==> src/rtl/keypad_scan.sv <==
// 4x4 hex keypad scanner: row strobing, full-scan debounce and press FSM,
// emitting one code per press and shifting accepted nibbles into a 32-bit entry register.
`timescale 1ns/1ps
module keypad_scan #(
    parameter int SCAN_DIV       = 50000,
    parameter int DEBOUNCE_SCANS = 4
) (
    input  logic        clk,
    input  logic        rst,
    input  logic [3:0]  col,
    input  logic        clr,
    output logic [3:0]  row,
    output logic [3:0]  key_code,
    output logic        key_valid,
    output logic        key_down,
    output logic [31:0] data
);
    localparam int               DIV_W    = (SCAN_DIV > 1) ? $clog2(SCAN_DIV) : 1;
    localparam logic [DIV_W-1:0] DIV_LAST = DIV_W'(SCAN_DIV - 1);
    localparam logic [3:0]       DB_MAX   = 4'(DEBOUNCE_SCANS);

    typedef enum logic [1:0] {RES_NONE, RES_SINGLE, RES_MULTI} res_t;
    typedef enum logic {RELEASED, PRESSED} state_t;

    logic [3:0]       col_p0, col_p1;
    logic [DIV_W-1:0] div;
    logic [1:0]       r;
    res_t             acc_cls, cand_cls, nxt_cls;
    logic [3:0]       acc_code, cand_code, nxt_code;
    logic [3:0]       dbc, new_cnt;
    state_t           state;

    logic [3:0] low_cols;
    logic       one_low, last_cyc, scan_end, same, accept, release_ok;

    function automatic logic [3:0] sat_inc(input logic [3:0] c);
        return (c >= DB_MAX) ? DB_MAX : c + 4'd1;
    endfunction

    function automatic logic [1:0] low_index(input logic [3:0] v);
        logic [1:0] idx;
        idx = 2'd0;
        for (int i = 3; i >= 0; i--)
            if (v[i]) idx = 2'(i);
        return idx;
    endfunction

    assign row      = ~(4'b0001 << r);
    assign low_cols = ~col_p1;
    assign one_low  = (low_cols != 4'd0) && ((low_cols & (low_cols - 4'd1)) == 4'd0);
    assign last_cyc = (div == DIV_LAST);
    assign scan_end = last_cyc && (r == 2'd3);

    // Fold the current row's sample into the running scan result; NONE/MULTI carry code 0
    // so candidate comparison only distinguishes codes for SINGLE.
    always_comb begin
        nxt_cls  = acc_cls;
        nxt_code = acc_code;
        if (low_cols != 4'd0) begin
            if (one_low && acc_cls == RES_NONE) begin
                nxt_cls  = RES_SINGLE;
                nxt_code = {r, low_index(low_cols)};
            end else begin
                nxt_cls  = RES_MULTI;
                nxt_code = 4'd0;
            end
        end
    end

    assign same       = (nxt_cls == cand_cls) && (nxt_code == cand_code);
    assign new_cnt    = same ? sat_inc(dbc) : 4'd1;
    assign accept     = scan_end && (state == RELEASED) && (nxt_cls == RES_SINGLE) && (new_cnt == DB_MAX);
    assign release_ok = scan_end && (state == PRESSED) && (nxt_cls == RES_NONE) && (new_cnt == DB_MAX);

    // Stage p0/p1: two-flop synchronizer for the asynchronous column inputs
    always_ff @(posedge clk) begin
        col_p0 <= col;
        col_p1 <= col_p0;
    end

    always_ff @(posedge clk) begin
        if (rst) begin
            div       <= '0;
            r         <= 2'd0;
            acc_cls   <= RES_NONE;
            acc_code  <= 4'd0;
            cand_cls  <= RES_NONE;
            cand_code <= 4'd0;
            dbc       <= 4'd0;
            state     <= RELEASED;
            key_code  <= 4'd0;
            key_valid <= 1'b0;
            key_down  <= 1'b0;
            data      <= 32'd0;
        end else begin
            key_valid <= 1'b0;
            if (last_cyc) begin
                div <= '0;
                r   <= r + 2'd1;
            end else begin
                div <= div + DIV_W'(1);
            end

            if (scan_end) begin
                acc_cls   <= RES_NONE;
                acc_code  <= 4'd0;
                cand_cls  <= nxt_cls;
                cand_code <= nxt_code;
                dbc       <= new_cnt;
            end else if (last_cyc) begin
                acc_cls  <= nxt_cls;
                acc_code <= nxt_code;
            end

            if (accept) begin
                state     <= PRESSED;
                key_code  <= nxt_code;
                key_valid <= 1'b1;
                key_down  <= 1'b1;
            end else if (release_ok) begin
                state    <= RELEASED;
                key_down <= 1'b0;
            end

            if (clr)
                data <= accept ? {28'd0, nxt_code} : 32'd0;
            else if (accept)
                data <= {data[27:0], nxt_code};
        end
    end
endmodule
==> config.mk <==
export PLATFORM = sky130hd
export DESIGN_NAME = keypad_scan
export DESIGN_NICKNAME = d
export VERILOG_FILES = /design/src/rtl/keypad_scan.sv
export SDC_FILE = /design/constraint.sdc
export NUM_CORES = 1
export LEC_CHECK = 0
export BUFFER_PORTS_ARGS = -buffer_cell sky130_fd_sc_hd__buf_2
export CORE_AREA = 2 2 82 84
export CTS_CLUSTER_DIAMETER = 200
export DETAILED_ROUTE_END_ITERATION = 16
export DIE_AREA = 0 0 84 86
export PLACE_DENSITY = 0.79
export SLEW_MARGIN = 20
export SYNTH_ARGS = -nofsm -noshare
export SYNTH_HDL_FRONTEND = slang
export SYNTH_SLANG_ARGS = --single-unit
==> constraint.sdc <==
create_clock -name clk -period 2.9 [get_ports clk]
set_clock_uncertainty 0.1 [all_clocks]
set_input_delay 0.29 -clock clk [delete_from_list [all_inputs] [get_ports clk]]
set_output_delay 0.29 -clock clk [all_outputs]
set_load 0.02 [all_outputs]
---- Yosys cells after proc, flatten, opt, wreduce, memory -nomap -nowiden ----
Index checks and enable logic that the tools add are counted.
operators by class
  add/subtract/negate cells ............... 4
  multiply operators ...................... 0
  div/mod/pow operators ................... 0
  magnitude comparators ................... 1
  eq/ne operators ......................... 6
  shift-type cells ........................ 1
  muxes and demuxes ....................... 16
  bitwise gates (word level) .............. 4
  reductions and logical operators ........ 18
operators by type and width
  kind                   count
  $mux 32                2
  $mux 4                 5
  $add 16x1->16 const B  1
  $eq 16x16->1 const B   1
  $mux 2                 6
  $logic_and 1x1->1      10
  $not 4->4              2
  $add 4x1->4 const B    1
  $and 4x4->4            1
  $eq 4x3->1 const B     1
  $eq 4x4->1             1
  $ge 4x3->1 const B     1
  $logic_not 2->1        2
  $logic_not 4->1        1
  $reduce_bool 2->1      2
  $reduce_bool 4->1      1
  $reduce_or 2->1        2
  $shl 1x2->4 const A    1
  $sub 4x1->4 const B    1
  $mux 1                 3
  $add 2x1->2 const B    1
  $eq 2x1->1 const B     1
  $eq 2x2->1             1
  $eq 2x2->1 const B     1
  $not 1->1              1
word-level totals
  register bits after elaboration ......... 80
  latch bits .............................. 0
  bits in writable memories ............... 0
  ROM bits ................................ 0
  input port bits ......................... 7
  word-level logic and storage cells ...... 63
  memories ................................ 0

---- Depth between registers and ports, before layout ----
  depth after elaboration ................. 15
  gate-level depth with buffers ........... 11
  gate-level depth less buffers ........... 8

---- Least setup slack after synthesis ----
OpenSTA, ideal clock, no wires.
  path type ............................... register to register
  start point ............................. register div[8]
  end point ............................... register key_code[0]
  setup time .............................. 57 ps
  data arrival time ....................... 2,420 ps
  setup slack ............................. 322 ps
  stages on the path, launching flop included .. 9
  path through ............................ dfxtp_1 or4bb_1 nor4_4 nand2_1 and4bb_1 nand4bb_1 buf_4 or4_1 a21bo_1
on the way
  longest elaborated chain between the ends .. 5
RTL lines
  item                             line  source
  start: declaration               26    logic [DIV_W-1:0] div;
  start signal: assignment         101   div <= div + DIV_W'(1);
  $eq 16x16->1                     51    assign last_cyc = (div == DIV_LAST);
  $logic_and 1x1->1                52    assign scan_end = last_cyc && (r == 2'd3);
  $logic_and 1x1->1 (3 in series)  72    assign accept = scan_end && (state == RELEASED) && (nxt_cls == RES_SINGLE) && (new_cnt == DB_MAX);
  end signal: assignment           117   key_code <= nxt_code;
  end: declaration                 13    output logic [3:0] key_code,
No other way between the ends.
A chain may end at the register's enable or synchronous reset.

---- Worst setup path after layout ----
  start point ............................. register col_p1[0]
  end point ............................... register key_code[1]
on the way
  longest elaborated chain between the ends .. 13
RTL lines
  item                                      line  source
  start: declaration                        25    logic [3:0] col_p0, col_p1;
  start signal: assignment                  78    col_p1 <= col_p0;
  $not 4->4 *                               49    assign low_cols = ~col_p1;
  $sub 4x1->4                               50    assign one_low = (low_cols != 4'd0) && ((low_cols & (low_cols - 4'd1)) == 4'd0);
  $and 4x4->4                               50
  $logic_not 4->1                           50
  $logic_and 1x1->1                         50
  $logic_and 1x1->1                         60    if (one_low && acc_cls == RES_NONE) begin
  $mux 4 or $mux 2 (tied branches)          60
  $mux 4 or $mux 2 (tied branches)          59    if (low_cols != 4'd0) begin
  $eq 4x4->1 or $eq 2x2->1 (tied branches)  70    assign same = (nxt_cls == cand_cls) && (nxt_code == cand_code);
  $logic_and 1x1->1                         70
  $mux 4                                    71    assign new_cnt = same ? sat_inc(dbc) : 4'd1;
  $eq 4x3->1                                72
  $logic_and 1x1->1                         72
Mark *: on every way between the ends. The rest lies on a longest branch, timed or not.

==> summary.md <==
• synthesis-stage register bit count: 80
• Max Cap Viol: 0
• share of the synthesized area in the top cell type: 45.4%
• clock insertion delay at the later pin of the skew report: 0.35 ns
• Primary FF master, synth: sky130_fd_sc_hd__dfxtp_1
• clock tree from TritonCTS: built
• GRT Overall Usage: 21.5%
• warning count from the yosys run: 0
• setup repair after global routing missed its margin: false
• total standard cell area after synthesis: 3530 um2
• setup TNS after final layout: 0 ns
• worst-margin pin slew: 0.544 ns
• remaining number of nets flagged by the antenna check after routing: 0
• routed wire length: 7.21 mm
• status: finished clean
• Residual DRC: 0
• Clock Sinks: 80
• vias per std cell: 5.45
• io pins: 49
• biggest area consumer among synthesized cells: sky130_fd_sc_hd__dfxtp_1
• maximum number of pins on one net before global-route repair: 34
• async set-or-reset flop fraction in the synthesized netlist: 0%
• VDD IR max: 312 uV
• initial core utilization: 56.2%
• root buffer cell: sky130_fd_sc_hd__clkbuf_8
• Die Height: 86 um
• Worst Setup End Kind: flip-flop
• top cells by area, synth: sky130_fd_sc_hd__dfxtp_1, sky130_fd_sc_hd__mux2i_1, sky130_fd_sc_hd__nand2_1
• number of buffer and inverter instances along the worst setup path: 0
• leftover overflow at the end of global routing: 0
• final critical-path setup slack: 0.233 ns
• most frequent cell after synthesis: sky130_fd_sc_hd__dfxtp_1
• CP top delay family: simple AND/OR/NAND/NOR gates
• slowest cell on the critical path: sky130_fd_sc_hd__or4_1
• number of core rows: 29
• total placed cells including tap cells: 505
• # nets final: 457
• share of cells above drive strength 1: 20.7%
• CP startpoint kind: flip-flop
• Fin Hold WS: 0.230 ns
• Required @ worst endpoint: 3.10 ns
• achievable clock frequency: 0.375 GHz
• placed wire-length estimate after detailed placement: 5.18 mm
• critical setup path kind: reg2reg
• Slew HR: 63.3%
• Cell Chain, Critical Path: maj3_1 > a311oi_2 > nor2_1 > xnor2_1 > nand4bb_2 > or4_1 > a21bo_1
• area enclosed by the die boundary: 7220 um2
• vias in the first global route: 2811
• leakage dissipation: 1.65 nW
• TritonCTS Buffers: 9
• DR pass1 iterations: 4
• synthesized netlist net count: 402
• Placeable Area: 6280 um2
• Die Wd: 84 um
• fin crit period: 2.67 ns
• Period Utilization, post-route: 92.0%
• routed wirelength normalized by instance count: 13.7 um
• Max FO, Critical Path: 11
• Syn Inst Count: 389
• clock transition at the registers of the reported paths: 0.08 ns
• type of the most critical hold path: reg2reg
• gpl congestion: 0.902
• post-route cell area: 4160 um2
• number of levels the H-tree was split into: 3
• number of synthesized flops with an enable pin: 0
• syn_area_per_cell: 9.08 um2
• DRT iter0 DRCs: 136
• final antenna diode count: 0
• number of antenna violations at the first check in global routing: 0
• leading cell types by count after synthesis: sky130_fd_sc_hd__dfxtp_1, sky130_fd_sc_hd__nand2_1, sky130_fd_sc_hd__nor2_1
• count of input and output buffers: 48
• power density over the cells: 506 nW/um2
• vias after detailed routing: 2868
• Final Max Tran Viols: 0
• sequential area share after synthesis: 45.4%
• Critical Path AT: 2.87 ns
• Largest stage delay, worst path: 0.53 ns
• final number of setup-violating endpoints: 0
• clock tree buffer depth: 2
• Final Hold Viols: 0
• global-route wire length before repair: 12.6 mm
• total cell area at the placement stage: 3880 um2
• final standard cell count with taps included and fillers excluded: 526
• synthesis-to-layout area growth: 17.8%
• count of distinct cell types in the synthesized netlist: 59
• post-placement setup slack: 0.0809 ns
## layer usage
layer	track usage (%)	part of all wire, %
met1	27.9	45
met2	34.2	47
met3	4.52	5.8
met4	10.7	1.8
met5	0	0
## cells in the final DEF, fill, tap and decap left out, types with 6 or more instances in the layout
cell,instances
sky130_fd_sc_hd__buf_2,48
sky130_fd_sc_hd__nor2_1,51
sky130_fd_sc_hd__buf_4,12
sky130_fd_sc_hd__ha_1,6
sky130_fd_sc_hd__xnor2_1,10
sky130_fd_sc_hd__nor3_1,6
sky130_fd_sc_hd__nand3_1,10
sky130_fd_sc_hd__o21ai_0,8
sky130_fd_sc_hd__inv_1,13
sky130_fd_sc_hd__nand2_1,53
sky130_fd_sc_hd__clkbuf_8,9
sky130_fd_sc_hd__a21oi_1,9
sky130_fd_sc_hd__mux2i_1,35
sky130_fd_sc_hd__xor2_1,7
sky130_fd_sc_hd__dfxtp_1,78
## worst reg2reg max path: stages, from the launching register on
cell and delay (ns):
sky130_fd_sc_hd__dfxtp_2 0.38, sky130_fd_sc_hd__maj3_1 0.38, sky130_fd_sc_hd__a311oi_2 0.38, sky130_fd_sc_hd__nor2_1 0.16, sky130_fd_sc_hd__xnor2_1 0.18, sky130_fd_sc_hd__nand4bb_2 0.32
sky130_fd_sc_hd__or4_1 0.53, sky130_fd_sc_hd__a21bo_1 0.19
## per-stage QoR
step | power [W] | util [%]
6_report | 0.00210 | 66.3
2_1_floorplan | 0.00120 | -
5_1_grt | 0.00219 | 66.3
4_1_cts | 0.00212 | 65.9
3_5_place_dp | 0.00123 | 61.8
3_3_place_gp | 0.00123 | 61.8
## where the power goes
part           switching (W)   total, W  internal [W]
Sequential         0.0000114    0.00112       0.00111
Clock               0.000407   0.000893      0.000486
Combinational      0.0000541  0.0000912     0.0000372
Total               0.000473    0.00210       0.00163
## worst paths after layout
check             from           to  slack (ns)  depth (start not counted)
max          col_p1[0]  key_code[1]        0.23                          7
min          col_p0[3]    col_p1[3]        0.23                          0
max reg2reg  col_p1[0]  key_code[1]        0.23                          7
min reg2reg  col_p0[3]    col_p1[3]        0.23                          0
## flip-flops by register name, indices dropped and copies added, names as in the netlist
signal,cells
acc_cls,2
acc_code,4
cand_cls,2
col_p1,4
key_valid,1
col_p0,4
div,16
data,32
key_code,4
dbc,4
cand_code,4
state,1
r,2
## repair_timing
action                                  in CTS  in global routing
endpoints found under the setup margin       0                 38
endpoints found under the hold margin        4                  0
hold buffers                                 4                  0
setup buffers                                0                  1
resized for setup                            0                  4
## final cells by class
class                      count  area [um2]
clock buffer                   9         124
clock inverter                 7        95.1
fill                         517        2120
inverter                      13        48.8
multi-input combinational    275        1800
sequential                    80        1600
tap                           77        96.3
timing repair buffer          65         390
## kinds of logic (layout without fill, tap and decap cells)
group | after synthesis | in the layout | synth area share (%)
simple gates | 172 | 172 | 25.3
flops | 80 | 80 | 45.4
compound gates | 43 | 43 | 8.47
mux | 36 | 36 | 10.2
buf+inv | 34 | 94 | 4.04
xor+xnor | 17 | 17 | 4.22
fa+ha+maj | 7 | 7 | 2.41
No activity file was read; power rests on OpenSTA's default activity.
